<file path="src/rtl/inst_fetch.sv">
// Byte-serial instruction fetch: assembles four little-endian bytes from the
// memory controller into a 32-bit word and presents it to IF_ID with its PC.
module inst_fetch (
  input  logic        clk_in,
  input  logic        rst_in,
  input  logic        rdy_in,
  input  logic [5:0]  stall_in,
  input  logic        branch_or_not,
  input  logic [31:0] branch_addr,
  input  logic        mem_byte_valid,
  input  logic [7:0]  mem_byte,
  output logic        mem_req,
  output logic [31:0] mem_addr,
  output logic        stall_req,
  output logic [31:0] output_pc,
  output logic [31:0] output_instru
);

  typedef enum logic [1:0] {IDLE, BUSY, HOLD} state_t;

  state_t      state;
  logic [31:0] pc;
  logic [1:0]  cnt;
  logic [23:0] byte_buf;

  logic unused_stall;
  assign unused_stall = ^stall_in[5:2];

  // Gated by rst_in so stall control sees no request while the block is held in reset.
  assign stall_req = ~rst_in & (state != HOLD);

  always_ff @(posedge clk_in or posedge rst_in) begin
    if (rst_in) begin
      state         <= IDLE;
      pc            <= 32'd0;
      cnt           <= 2'd0;
      byte_buf      <= 24'd0;
      mem_req       <= 1'b0;
      mem_addr      <= 32'd0;
      output_pc     <= 32'd0;
      output_instru <= 32'd0;
    end else if (rdy_in) begin
      if (branch_or_not) begin
        // Redirect wins over everything, including a byte or word completing this edge.
        state         <= IDLE;
        pc            <= branch_addr;
        cnt           <= 2'd0;
        byte_buf      <= 24'd0;
        mem_req       <= 1'b0;
        mem_addr      <= branch_addr;
        output_pc     <= 32'd0;
        output_instru <= 32'd0;
      end else begin
        unique case (state)
          IDLE: begin
            if (!stall_in[0]) begin
              state    <= BUSY;
              cnt      <= 2'd0;
              mem_req  <= 1'b1;
              mem_addr <= pc;
            end
          end
          BUSY: begin
            if (mem_byte_valid) begin
              if (cnt == 2'd3) begin
                state         <= HOLD;
                output_instru <= {mem_byte, byte_buf};
                output_pc     <= pc;
                pc            <= pc + 32'd4;
                cnt           <= 2'd0;
                mem_req       <= 1'b0;
                mem_addr      <= pc + 32'd4;
              end else begin
                unique case (cnt)
                  2'd0:    byte_buf[7:0]   <= mem_byte;
                  2'd1:    byte_buf[15:8]  <= mem_byte;
                  default: byte_buf[23:16] <= mem_byte;
                endcase
                cnt      <= cnt + 2'd1;
                mem_addr <= pc + {30'd0, cnt} + 32'd1;
              end
            end
          end
          HOLD: begin
            if (!stall_in[1]) begin
              output_pc     <= 32'd0;
              output_instru <= 32'd0;
              cnt           <= 2'd0;
              if (!stall_in[0]) begin
                state    <= BUSY;
                mem_req  <= 1'b1;
                mem_addr <= pc;
              end else begin
                state <= IDLE;
              end
            end
          end
          default: state <= IDLE;
        endcase
      end
    end
  end

endmodule

</file>
<file path="config.mk">
export PLATFORM = sky130hd
export DESIGN_NAME = inst_fetch
export DESIGN_NICKNAME = d
export VERILOG_FILES = /design/src/rtl/inst_fetch.sv
export SDC_FILE = /design/constraint.sdc
export NUM_CORES = 1
export LEC_CHECK = 0
export ABC_AREA = 1
export ABC_CLOCK_PERIOD_IN_PS = 13350
export CAP_MARGIN = 20
export CORE_MARGIN = 1
export CORE_UTILIZATION = 55
export CTS_BUF_LIST = sky130_fd_sc_hd__clkbuf_8
export CTS_CLUSTER_SIZE = 14
export DETAILED_ROUTE_END_ITERATION = 8
export GPL_TIMING_DRIVEN = 0
export PLACE_DENSITY = 0.82
export SYNTH_ARGS = -nofsm -noshare
export SYNTH_HDL_FRONTEND = slang
export SYNTH_SLANG_ARGS = --single-unit
</file>
<file path="constraint.sdc">
create_clock -name clk_in -period 13.35 [get_ports clk_in]
set_input_delay 4.005 -clock clk_in [delete_from_list [all_inputs] [get_ports clk_in]]
set_output_delay 4.005 -clock clk_in [all_outputs]
set_load 0.1 [all_outputs]
</file>
# Yosys cells after proc, flatten, opt, wreduce, memory -nomap -nowiden
# Cells that the tools add are included.
# Widths: inputs -> output; s select.
[totals]
word_cells = 91
reg_bits = 157
output_inout_bits = 98
input_bits = 51
[op_classes]
eq_ne = 11
bitwise_logic = 2
add_sub_neg = 4
n_mux = 45
reduce_logical = 19
[op_table]
columns = ["op", "count"]
rows = [
  ["$mux 32", 16],
  ["$pmux 32 s2", 2],
  ["$mux 24", 4],
  ["$pmux 32 s3", 1],
  ["$reduce_and 5->1", 7],
  ["$add 32x1->32 const B", 1],
  ["$add 32x2->32", 1],
  ["$add 32x3->32 const B", 1],
  ["$mux 8", 3],
  ["$mux 2", 10],
  ["$ne 3x3->1 const B", 4],
  ["$pmux 2 s3", 2],
  ["$reduce_bool 2->1", 5],
  ["$reduce_and 4->1", 2],
  ["$mux 1", 6],
  ["$eq 2x1->1 const B", 2],
  ["$eq 2x2->1 const B", 2],
  ["$logic_not 2->1", 2],
  ["$ne 2x2->1 const B", 2],
  ["$reduce_bool 4->1", 1],
  ["$pmux 1 s3", 1],
  ["$reduce_bool 3->1", 1],
  ["$add 2x1->2 const B", 1],
  ["$ne 2x1->1 const B", 1],
  ["3 further kinds", 3],
]

# Depth between registers and ports, before layout
[depth]
depth_word = 7
ltp_mapped = 13
mapped_depth_nobuf = 13

# Least setup slack after synthesis
# OpenSTA, ideal clock, no wires.
[synth_path]
path_type = "input -> output"
startpoint = "input port rst_in"
endpoint = "output port stall_req"
t_arrival_ns = 5.258
cell_stages = 1
path_slack_ns = 4.087
t_required_ns = 9.345
path_buffers = 0
cell_sequence = "nor2_1"
[synth_between]
elab_chain_len = 2
[synth_lines]
columns = ["element", "line", "text"]
rows = [
  ["from (decl)", "5", "input logic rst_in,"],
  ["$not 1->1", "30", "assign stall_req = ~rst_in & (state != HOLD);"],
  ["$and 1x1->1", "30", ""],
  ["to (decl)", "14", "output logic stall_req,"],
]
# Every way passes these cells.

# Worst setup path in the final report
# Ends and elaborated chain as after synthesis.

==> results.md <==
- In the synthesized netlist, the number of instances is 1136.
- In this run, placement finished with an instance count of 1498.
- The netlist uses 41 different library cells.
- The proportion of synthesized flip-flops having asynchronous set or reset is 100%.
- The utilization of the core after routing is 70.3%.
- Row generation in the floorplan step produced 46 rows.
- Detailed placement ended at an HPWL of 20700 um.
- The overall global routing resource usage is 34.6%.
- The design draws 2.32 mW.
- The total clock sinks is 157.
- Leaving out fill and tap cells, the most frequent cell in the layout is nand2_1.
- The average routed wire per standard cell is 18.3 um.
- For this run, design rule violations remaining after detail routing come to 0.
- The total of flip-flops plus latches after synthesis is 157.
- The leakage power is 4.90 nW.
- Compared with the post-synthesis result, the final layout area differs by 24.5%.
- Adding up every negative setup slack in the final design gives 0 ns.
- In the finished design, the share of the clock period the worst path needs comes to 73.4%.
- The share of cells above drive strength 1 is 15.1%.
- Setup repair after global routing left no endpoint under its margin.
- After routing the design area is 11200 sq um.
- IR analysis of the VDD net gives a maximum drop of 125 uV.
- Setup violations remaining at the end of the flow were counted as 0.
- The average instance in the mapped netlist occupies 7.92 sq um.
- The standard cell area after detailed placement is 10800 sq um.
- The number of max-slew violations in the final report is 0.
- 0 antenna diodes ended up in the layout.
- The post-synthesis net count is 1194.
- The clock tree from TritonCTS is yes.
- The first global-routing pass estimated 43500 um of wire.
- The power per cell area is 207 nW/um^2.
- The number of levels the H-tree was split into is 4.
- For this run, the leading register cell type out of synthesis is dfrtp_1.
- STA classifies the critical path endpoint as a primary output.
- Buffers inserted during clock tree synthesis total 17.
- The number of global-route vias before repair is 8241.
- Counting the fill cells in the layout gives 1320.
- The kind of path behind the tightest hold check is reg -> reg.
- The yosys synthesis warning count is 0.
- For the worst setup path, the data required time is 9.34 ns.
- The maximum buffer depth of the clock tree is 2.
- The worst-skew pair later-pin latency is 0.47 ns.
- From left edge to right edge, the die measures 130 um.
- The finished layout holds 1530 standard cells, fillers aside.
- The time the final worst path needs with I/O delays and setup is 9.80 ns.
- Dividing the detail-routed via count by the number of cells gives 5.63.
- The detailed router finished its first iteration with 839 violations.
- The number of endpoints with negative hold slack in the final report is 0.
- The number of top-level pins is 149.
- For the worst setup path, the data arrival time is 5.79 ns.
- The classification of the worst setup path is in -> out.
- The final antenna-violating net count is 0.
- The buffer count from post-CTS setup fixing is 0.
- The congestion estimate from routability-driven global placement came to 0.963.
- The post-synthesis cell area is 9000 sq um.
- The max-slew headroom at the worst pin is 31.3%.
- The final setup skew is 0.0138 ns.
- After global routing the overflow that remains totals 0.
- The worst setup path is launched from a primary input.
- The floorplan step defined a core boundary enclosing 15900 sq um.
- The flow ran to the end, and the final reports show no timing, DRC or antenna violations.
- The library cells used most frequently in the layout, excluding fill and tap cells, are nand2_1 (260), dfrtp_1 (157), nor2_1 (147).
- In this run, post-CTS hold repair placed 0 buffers.
- The sequential area share after synthesis is 43.7%.
- The number of instances resized during post-cts repair is 0.
- The clock tree root buffer cell is clkbuf_8.
- The number of maximum-capacitance violations is 0.
- The number of input and output port buffers inserted is 144.
- Entering global routing, the biggest net connects 117 pins.
- For the pin with the worst max-slew slack, the measured transition is 1.03 ns.
- At the end of the flow, the number of nets in the layout was 1359.
- Clock-pin slew was measured on the worst setup and hold paths at 0.09 ns.
- Counting flops with a built-in enable in the synthesized netlist gives 0.
- The fmax is 102 MHz.
- The total via count in the routed design is 8610.
- The initial utilization of the core area, before any placement, comes to 56.4%.
- Of all nets on the critical path, the largest fanout is 2.
- The wire length reported by the detailed router is 28000 um.
- The initial antenna violation count was 0.
- The height of the die is 130 um.
- The overall die area is 16900 sq um.
- The length of the first detailed-routing pass in iterations is 5.
stage by stage:
stage / setup WS, ns / hold slack (ns)
final: 3.55 / 0.496
after detailed placement: 3.56 / 0.474
after global placement: 2.88 / 0.467
after CTS: 3.55 / 0.497
after global routing: 3.49 / 0.521
after floorplan: 4.09 / 0.454
layer usage:
| metal | share of wire, % | GRT usage, % | wire length (um) |
|---|---|---|---|
| met5 | 0 | 0 | 0 |
| met4 | 5.0 | 18.7 | 1400 |
| met3 | 7.5 | 5.08 | 2120 |
| met2 | 48 | 57.7 | 13300 |
| met1 | 40 | 43.5 | 11200 |
path summary, 6_finish.rpt:
check	from	end	slack (ns)	depth (start not counted)
max	rst_in	stall_req	3.55	3
min	byte_buf[1]	byte_buf[1]	0.50	2
max reg2reg	pc[0]	mem_addr[22]	10.81	12
min reg2reg	byte_buf[1]	byte_buf[1]	0.50	2
max in group asynchronous	rst_in	mem_addr[30]	8.52	3
min in group asynchronous	rst_in	output_instru[26]	3.95	2
synthesized netlist by cell type, types with 4 or more instances:
master | number | area, sq um
nor2_2 | 4 | 25.0
a21oi_1 | 45 | 225
clkbuf_1 | 13 | 48.8
ha_1 | 6 | 75.1
o211ai_1 | 4 | 30.0
buf_6 | 8 | 90.1
o21a_1 | 4 | 30.0
dfrtp_1 | 157 | 3930
nand3_2 | 50 | 500
buf_4 | 7 | 52.6
buf_12 | 5 | 100
nor2_4 | 4 | 45.0
nor2_1 | 147 | 552
nand3_1 | 83 | 415
nand2_1 | 260 | 976
inv_1 | 115 | 432
inv_2 | 4 | 15.0
buf_2 | 21 | 105
a31oi_1 | 25 | 156
o21ai_2 | 49 | 429
xor2_1 | 13 | 114
o21ai_1 | 6 | 30.0
o21ai_0 | 76 | 380
sequential cells by signal, indices dropped and copies added, names as in the netlist:
register	flops
byte_buf	24
cnt	2
state	2
output_instru	32
output_pc	32
mem_addr	32
mem_req	1
pc	32
critical path, cell delays in order:
cell	delay (ns)
clkdlybuf4s50_1	0.51
nor2_1	0.14
clkdlybuf4s50_1	1.13
power breakdown:
part / internal, mW / total [mW] / switching, mW
Clock: 0.213 / 0.412 / 0.199
Combinational: 0.292 / 1.22 / 0.929
Sequential: 0.593 / 0.689 / 0.0959
Total: 1.10 / 2.32 / 1.22
cells by family (layout without fill, tap and decap cells):
group                      count (synthesis)  in the layout  synth area share [%]
AOI/OAI and AO/OA                        217            217                  15.1
xor gates and xnor gates                  15             15                  1.46
adders and majority gates                  7              7                  1.06
buffers and inverters                    179            357                  9.76
DFF                                      157            157                  43.7
and+or+nand+nor                          561            561                  29.0
layout make-up:
class                   count  area [sq um]  share of cell area, %
multi-input cells         800          4190                   37.4
plain buffers              59           428                   3.82
repair buffers            146          1480                   13.2
well taps                 216           270                   2.41
clock inverters            14           205                   1.83
inverters                 120           458                   4.09
flip-flops and latches    157          3930                   35.1
clock buffers              18           248                   2.21
Power figures use the tool's default switching activity.
